===== config.mk =====
export PLATFORM = sky130hd
export DESIGN_NAME = xgmii_rx_link_fault
export DESIGN_NICKNAME = d
export VERILOG_FILES = /design/src/rtl/xgmii_rx_link_fault_pkg.sv /design/src/rtl/xgmii_seq_col_decode.sv /design/src/rtl/xgmii_rx_link_fault.sv
export SDC_FILE = /design/constraint.sdc
export NUM_CORES = 1
export LEC_CHECK = 0
export BUFFER_PORTS_ARGS = -buffer_cell sky130_fd_sc_hd__buf_2
export CORE_UTILIZATION = 40
export DETAILED_ROUTE_END_ITERATION = 6
export PLACE_DENSITY = 0.66
export SLEW_MARGIN = 20
export SYNTH_ARGS = -nofsm -noshare
export SYNTH_HDL_FRONTEND = slang
export SYNTH_SLANG_ARGS = --single-unit

===== constraint.sdc =====
create_clock -name clk -period 6 [get_ports clk]
set_input_delay 0.3 -clock clk [delete_from_list [all_inputs] [get_ports clk]]
set_output_delay 0.3 -clock clk [all_outputs]
set_load 0.02 [all_outputs]

===== src/rtl/xgmii_rx_link_fault_pkg.sv =====
// Shared constants and encodings for the XGMII receive link fault stage.
// Holds the XGMII control characters, the fault sequence codes and the link/FSM encodings.
package xgmii_rx_link_fault_pkg;

  localparam logic [7:0]  XGMII_IDLE = 8'h07;
  localparam logic [7:0]  XGMII_SEQ  = 8'h9C;

  // Bytes 1..3 of a sequence column as they appear on bits [31:8].
  localparam logic [23:0] LF_CODE    = 24'h010000;
  localparam logic [23:0] RF_CODE    = 24'h020000;

  localparam logic [63:0] IDLE_WORD  = {8{XGMII_IDLE}};
  localparam logic [7:0]  IDLE_CTRL  = 8'hFF;

  typedef enum logic [1:0] {
    LINK_OK = 2'b00,
    LINK_LF = 2'b01,
    LINK_RF = 2'b10
  } link_code_e;

  typedef enum logic [1:0] {
    ST_INIT  = 2'b00,
    ST_COUNT = 2'b01,
    ST_FAULT = 2'b10
  } lf_state_e;

endpackage


===== src/rtl/xgmii_seq_col_decode.sv =====
// Combinational classifier for one 32-bit XGMII column: reports whether the
// column carries a Local Fault, a Remote Fault or no fault sequence.
module xgmii_seq_col_decode
  import xgmii_rx_link_fault_pkg::*;
(
  input  logic [31:0] col_data,
  input  logic [3:0]  col_ctrl,
  output link_code_e  col_type
);

  // Only a control character in lane 0 of the column with data bytes in lanes 1..3
  // qualifies; any other 0x9C column counts as an ordinary column.
  always_comb begin
    col_type = LINK_OK;
    if ((col_ctrl == 4'b0001) && (col_data[7:0] == XGMII_SEQ)) begin
      if (col_data[31:8] == LF_CODE) begin
        col_type = LINK_LF;
      end else if (col_data[31:8] == RF_CODE) begin
        col_type = LINK_RF;
      end
    end
  end

endmodule


===== src/rtl/xgmii_rx_link_fault.sv =====
// Receive link fault detection and Idle substitution for a 64-bit XGMII stream.
// Defining XGMII_RX_LINK_FAULT_STATS_EN adds saturating LF/RF event counters.
module xgmii_rx_link_fault
  import xgmii_rx_link_fault_pkg::*;
#(
  parameter int DATA_WIDTH    = 64,
  parameter int CTRL_WIDTH    = DATA_WIDTH / 8,
  parameter int COL_WINDOW    = 128,
  parameter int SEQ_THRESHOLD = 4
) (
  input  logic                  clk,
  input  logic                  rst_n,
  input  logic [DATA_WIDTH-1:0] xgmii_rxd_in,
  input  logic [CTRL_WIDTH-1:0] xgmii_rxc_in,
  output logic [DATA_WIDTH-1:0] xgmii_rxd_out,
  output logic [CTRL_WIDTH-1:0] xgmii_rxc_out,
  output logic [1:0]            link_fault,
  output logic                  fault_seq_det,
`ifdef XGMII_RX_LINK_FAULT_STATS_EN
  output logic [15:0]           lf_event_count,
  output logic [15:0]           rf_event_count,
`endif
  output lf_state_e             dbg_state
);

  localparam int COL_W = $clog2(COL_WINDOW) + 1;
  localparam int SEQ_W = $clog2(SEQ_THRESHOLD) + 1;
  localparam logic [COL_W-1:0] COL_LIMIT = COL_W'(COL_WINDOW);
  localparam logic [SEQ_W-1:0] SEQ_LIMIT = SEQ_W'(SEQ_THRESHOLD);

  generate
    if (DATA_WIDTH != 64) begin : g_bad_width
      $fatal(1, "xgmii_rx_link_fault: DATA_WIDTH must be 64");
    end
  endgenerate

  typedef struct packed {
    lf_state_e              state;
    link_code_e             seq_type;
    logic [SEQ_W-1:0]       seq_cnt;
    logic [COL_W-1:0]       col_cnt;
    link_code_e             link;
  } lf_ctx_t;

  localparam lf_ctx_t CTX_RESET = '{ST_INIT, LINK_OK, SEQ_W'(0), COL_W'(0), LINK_OK};

  link_code_e col0_type;
  link_code_e col1_type;
  lf_ctx_t    ctx_q;
  lf_ctx_t    ctx_mid;
  lf_ctx_t    ctx_nxt;

  logic [DATA_WIDTH-1:0] rxd_nxt;
  logic [CTRL_WIDTH-1:0] rxc_nxt;
  logic                  seq_det_nxt;

  xgmii_seq_col_decode u_col0_decode (
    .col_data (xgmii_rxd_in[31:0]),
    .col_ctrl (xgmii_rxc_in[3:0]),
    .col_type (col0_type)
  );

  xgmii_seq_col_decode u_col1_decode (
    .col_data (xgmii_rxd_in[63:32]),
    .col_ctrl (xgmii_rxc_in[7:4]),
    .col_type (col1_type)
  );

  // Advances the whole fault context by a single column. Applied twice per
  // word so that two sequences in one word are counted separately.
  function automatic lf_ctx_t col_step(input lf_ctx_t c, input link_code_e t);
    lf_ctx_t n;
    n = c;
    if (t == LINK_OK) begin
      if (c.col_cnt < COL_LIMIT) begin
        n.col_cnt = c.col_cnt + 1'b1;
      end
      if (n.col_cnt == COL_LIMIT) begin
        if (c.link != LINK_OK) begin
          n.link     = LINK_OK;
          n.state    = ST_INIT;
          n.seq_type = LINK_OK;
          n.seq_cnt  = '0;
        end else if (c.state == ST_COUNT) begin
          n.state   = ST_INIT;
          n.seq_cnt = '0;
        end
      end
    end else begin
      n.col_cnt = '0;
      case (c.state)
        ST_INIT: begin
          n.seq_type = t;
          n.seq_cnt  = SEQ_W'(1);
          n.state    = ST_COUNT;
        end
        ST_COUNT: begin
          if (t == c.seq_type) begin
            if (c.seq_cnt < SEQ_LIMIT) begin
              n.seq_cnt = c.seq_cnt + 1'b1;
            end
            if (n.seq_cnt == SEQ_LIMIT) begin
              n.link  = t;
              n.state = ST_FAULT;
            end
          end else begin
            n.seq_type = t;
            n.seq_cnt  = SEQ_W'(1);
          end
        end
        ST_FAULT: begin
          // A new fault type must earn its own threshold; link keeps the old code meanwhile.
          if (t != c.seq_type) begin
            n.state    = ST_COUNT;
            n.seq_type = t;
            n.seq_cnt  = SEQ_W'(1);
          end
        end
        default: begin
          n.state   = ST_INIT;
          n.seq_cnt = '0;
        end
      endcase
    end
    return n;
  endfunction

  // State register
  always_ff @(posedge clk or negedge rst_n) begin
    if (!rst_n) begin
      ctx_q <= CTX_RESET;
    end else begin
      ctx_q <= ctx_nxt;
    end
  end

  // Next-state: column 0 is processed before column 4
  always_comb begin
    ctx_mid = col_step(ctx_q, col0_type);
    ctx_nxt = col_step(ctx_mid, col1_type);
  end

  // Output decode: the word that completes the threshold already leaves as Idle
  always_comb begin
    rxd_nxt     = xgmii_rxd_in;
    rxc_nxt     = xgmii_rxc_in;
    seq_det_nxt = (col0_type != LINK_OK) || (col1_type != LINK_OK);
    if (ctx_nxt.link != LINK_OK) begin
      rxd_nxt = IDLE_WORD;
      rxc_nxt = IDLE_CTRL;
    end
  end

  always_ff @(posedge clk or negedge rst_n) begin
    if (!rst_n) begin
      xgmii_rxd_out <= IDLE_WORD;
      xgmii_rxc_out <= IDLE_CTRL;
      fault_seq_det <= 1'b0;
    end else begin
      xgmii_rxd_out <= rxd_nxt;
      xgmii_rxc_out <= rxc_nxt;
      fault_seq_det <= seq_det_nxt;
    end
  end

  assign link_fault = ctx_q.link;
  assign dbg_state  = ctx_q.state;

`ifdef XGMII_RX_LINK_FAULT_STATS_EN
  always_ff @(posedge clk or negedge rst_n) begin
    if (!rst_n) begin
      lf_event_count <= 16'd0;
      rf_event_count <= 16'd0;
    end else if (ctx_nxt.link != ctx_q.link) begin
      if ((ctx_nxt.link == LINK_LF) && (lf_event_count != 16'hFFFF)) begin
        lf_event_count <= lf_event_count + 16'd1;
      end
      if ((ctx_nxt.link == LINK_RF) && (rf_event_count != 16'hFFFF)) begin
        rf_event_count <= rf_event_count + 16'd1;
      end
    end
  end
`endif

endmodule


==> qor.txt <==
Worst setup EP type - flop
Worst slew margin - 49.9%
Remaining DRCs - 0
Synth Instances - 438
Via-to-Cell Ratio - 5.31
Core Area - 10900 µm²
# setup viols final - 0
Fin crit period - 4.07 ns
RD Place Congestion - 0.882
Hold path depth - 2
Die area - 11700 µm²
Starting DRT DRC Count - 312
Global-route wire length before repair - 17700 µm
Starting density of the core - 41.3%
CTS sink count - 90
Clk pwr share - 37.6%
Mapped cell area - 4490 µm²
Hold Slack - 0.139 ns
Worst hold path endpoint - xgmii_rxd_out[50]
Synthesized area per cell - 10.3 µm²
Worst min path class - in -> reg
Setup Fix Bufs, Post-CTS - 0
Critical R2R Capture - xgmii_rxd_out[17]
Status - complete, no violations
CP startpoint kind - flop
Number of synthesized flops with an enable pin - 0
GRT busiest layer - met2
Yosys Warn Count - 0
R2R setup slack - 1.93 ns
Power per cell area - 223 nW/µm²
H-tree depth - 3
Port bufs - 150
Worst Reg-to-Reg Cells - 13
CTS buffer count - 9
Peak supply drop - 148 µV
Commonest cells after routing, fill and taps aside - buf_2 (149), dfrtp_1 (58), nor2b_1 (50), nor2_1 (36), dfstp_2 (32)
M2 GR Usage - 32.6%
Layout Cells excl Fill - 728
Via Count - 3865
Worst-case clock buffer depth - 2
Share of cells above drive strength 1 - 36.8%
Register area share after synthesis - 51.0%
Hold_sp - xgmii_rxd_in[50]
I/O pins - 151
Most common cell after layout, fill and taps aside - buf_2
Routed Antenna Nets - 0
Chip height - 108 µm
Worst path required time - 6.30 ns
Wire per inst - 16.0 µm
# fillers - 1008
Clock transition at path regs - 0.09 ns
CTS tree - done
Final WL - 11600 µm
Primary FF master, synth - dfrtp_1
Antenna violations before repair - 0
WP data arrival - 4.37 ns
Setup CP Type - reg -> reg
Clock Skew - 0.0120 ns
Synth Net Count - 516
Sw Share - 24.5%
Vias in the first global route - 3551
Synth top area cells - dfrtp_1 (32%), dfstp_2 (19%), nor2b_1 (7.0%)
1st-pass router iterations - 5
CTS root buf - clkbuf_8
Critical Path Fanout Max - 38
Switching pwr - 305 µW
Logic pwr share - 10.5%
Yosys top cell by area - dfrtp_1
RSZ-0062 raised after global routing - false
Fin. max-slew vios - 0
Die W - 108 µm
Grt met3 use - 3.86%
Post-synth ARST share - 100%
Seq pwr share - 51.9%
Area delta synth->final - 24.2%
Cells after DPL - 709
Synth top area share - 32.3%
Largest net degree at the start of global routing - 54
F_max - 0.245 GHz
Power Internal - 939 µW
Setup tns final - 0 ns
Grt total ovfl - 0
Global Route met1 Usage - 25.9%
Gr usage total - 19.9%
Worst-Margin Slew - 0.751 ns
Library cells used by synthesis - 65
Endpoints failing hold - 0
Reg2reg start - ctx_q[2]
Max-cap violations - 0
Post-DP HPWL - 8790 µm
Clk_lat worst skew - 0.36 ns
Final #Nets - 660
Leak - 0.00249 µW
Fin crit share - 67.9%
Design Power - 1240 µW
Flops & latches, synth - 90
Site Rows - 38
==> stage by stage <==
step / cell area [µm²] / utilization [%] / setup slack, ns
2_1_floorplan: 4490 / - / 2.32
3_3_place_gp: 5320 / 48.8 / 1.72
3_5_place_dp: 5320 / 48.8 / 1.63
4_1_cts: 5550 / 51.0 / 1.64
5_1_grt: 5580 / 51.2 / 1.69
6_report: 5580 / 51.3 / 1.93
==> power by group through the flow <==
stage               registers (µW)  clock network (µW)  logic (µW)
CTS                            645                 475         132
global placement               656                   0         129
detailed placement             657                   0         131
global route                   648                 506         142
floorplan                      691                   0        24.4
finish                         645                 468         130
==> cell families (layout without fill, tap and decap cells) <==
group / after synthesis / in the layout / share of synthesized area (%)
muxes: 2 / 2 / 0.445
DFF: 90 / 90 / 51.0
other: 0 / 1 / 0
xor gates and xnor gates: 13 / 13 / 2.53
and+or+nand+nor: 229 / 229 / 29.9
adders and majority gates: 4 / 4 / 1.11
buffers and inverters: 26 / 175 / 3.15
AOI/OAI and AO/OA: 74 / 74 / 11.8
==> registers in the layout, summed over array words and instances (netlist names) <==
signal	cells
dbg_state	2
xgmii_rxc_out	8
link_fault	2
fault_seq_det	1
ctx_q	13
xgmii_rxd_out	64
==> cell usage after synthesis, types with 5 or more instances <==
master / instances
nor2b_1: 50
nand4_1: 7
dfstp_2: 32
clkbuf_1: 7
or2_1: 30
nand2_1: 21
dfrtp_1: 58
nand3_1: 7
nor3_1: 12
nor4b_1: 6
and3_1: 5
nor4_1: 14
nand2b_1: 7
o21ai_0: 14
nor3b_1: 6
buf_4: 9
nor2_1: 36
a21oi_1: 14
xnor2_1: 8
xor2_1: 5
==> metal layers <==
metal / share of wire, % / up-vias / wire length, µm
met1: 44 / 1875 / 5150
met4: 1.6 / 0 / 191
met5: 0 / - / 0
li1: - / 1842 / -
met3: 5.5 / 13 / 636
met2: 49 / 135 / 5640
==> critical path: stages, from the launching register on <==
cell      delay [ns]
dfrtp_1         0.49
ha_1            0.32
and4b_1         0.25
or3_1           0.34
a32oi_2         0.38
a31oi_1         0.14
o22ai_1         0.32
inv_2           0.09
ha_1            0.32
and4b_1         0.31
o211ai_2        0.16
a22oi_4         0.50
buf_16          0.24
or2_1           0.14
==> how the worst max path moves through the flow <==
stage,slack (ns),startpoint,cells after the start,to
after global routing,1.69,ctx_q[2],13,xgmii_rxd_out[17]
after floorplan,2.32,xgmii_rxc_in[3],15,xgmii_rxc_out[4]
after detailed placement,1.63,xgmii_rxc_in[3],10,xgmii_rxd_out[17]
after CTS,1.64,ctx_q[2],12,xgmii_rxd_out[17]
final,1.93,ctx_q[2],13,xgmii_rxd_out[17]
after global placement,1.72,xgmii_rxc_in[3],10,xgmii_rxd_out[0]
==> cell type report <==
class	count	area (µm²)	share of cell area, %
antenna	1	2.50	0.0448
clock buffer	11	141	2.53
clock inverter	5	85.1	1.52
inverter	5	18.8	0.336
multi-input combinational	322	2060	36.9
sequential	90	2290	41.1
tap	140	175	3.14
timing repair buffer	154	806	14.4
==> repair_timing <==
action	in CTS	in global routing
hold buffers	1	0
resized for setup	0	0
endpoints found under the hold margin	33	0
Note: power is estimated with default switching activity, not from simulation.
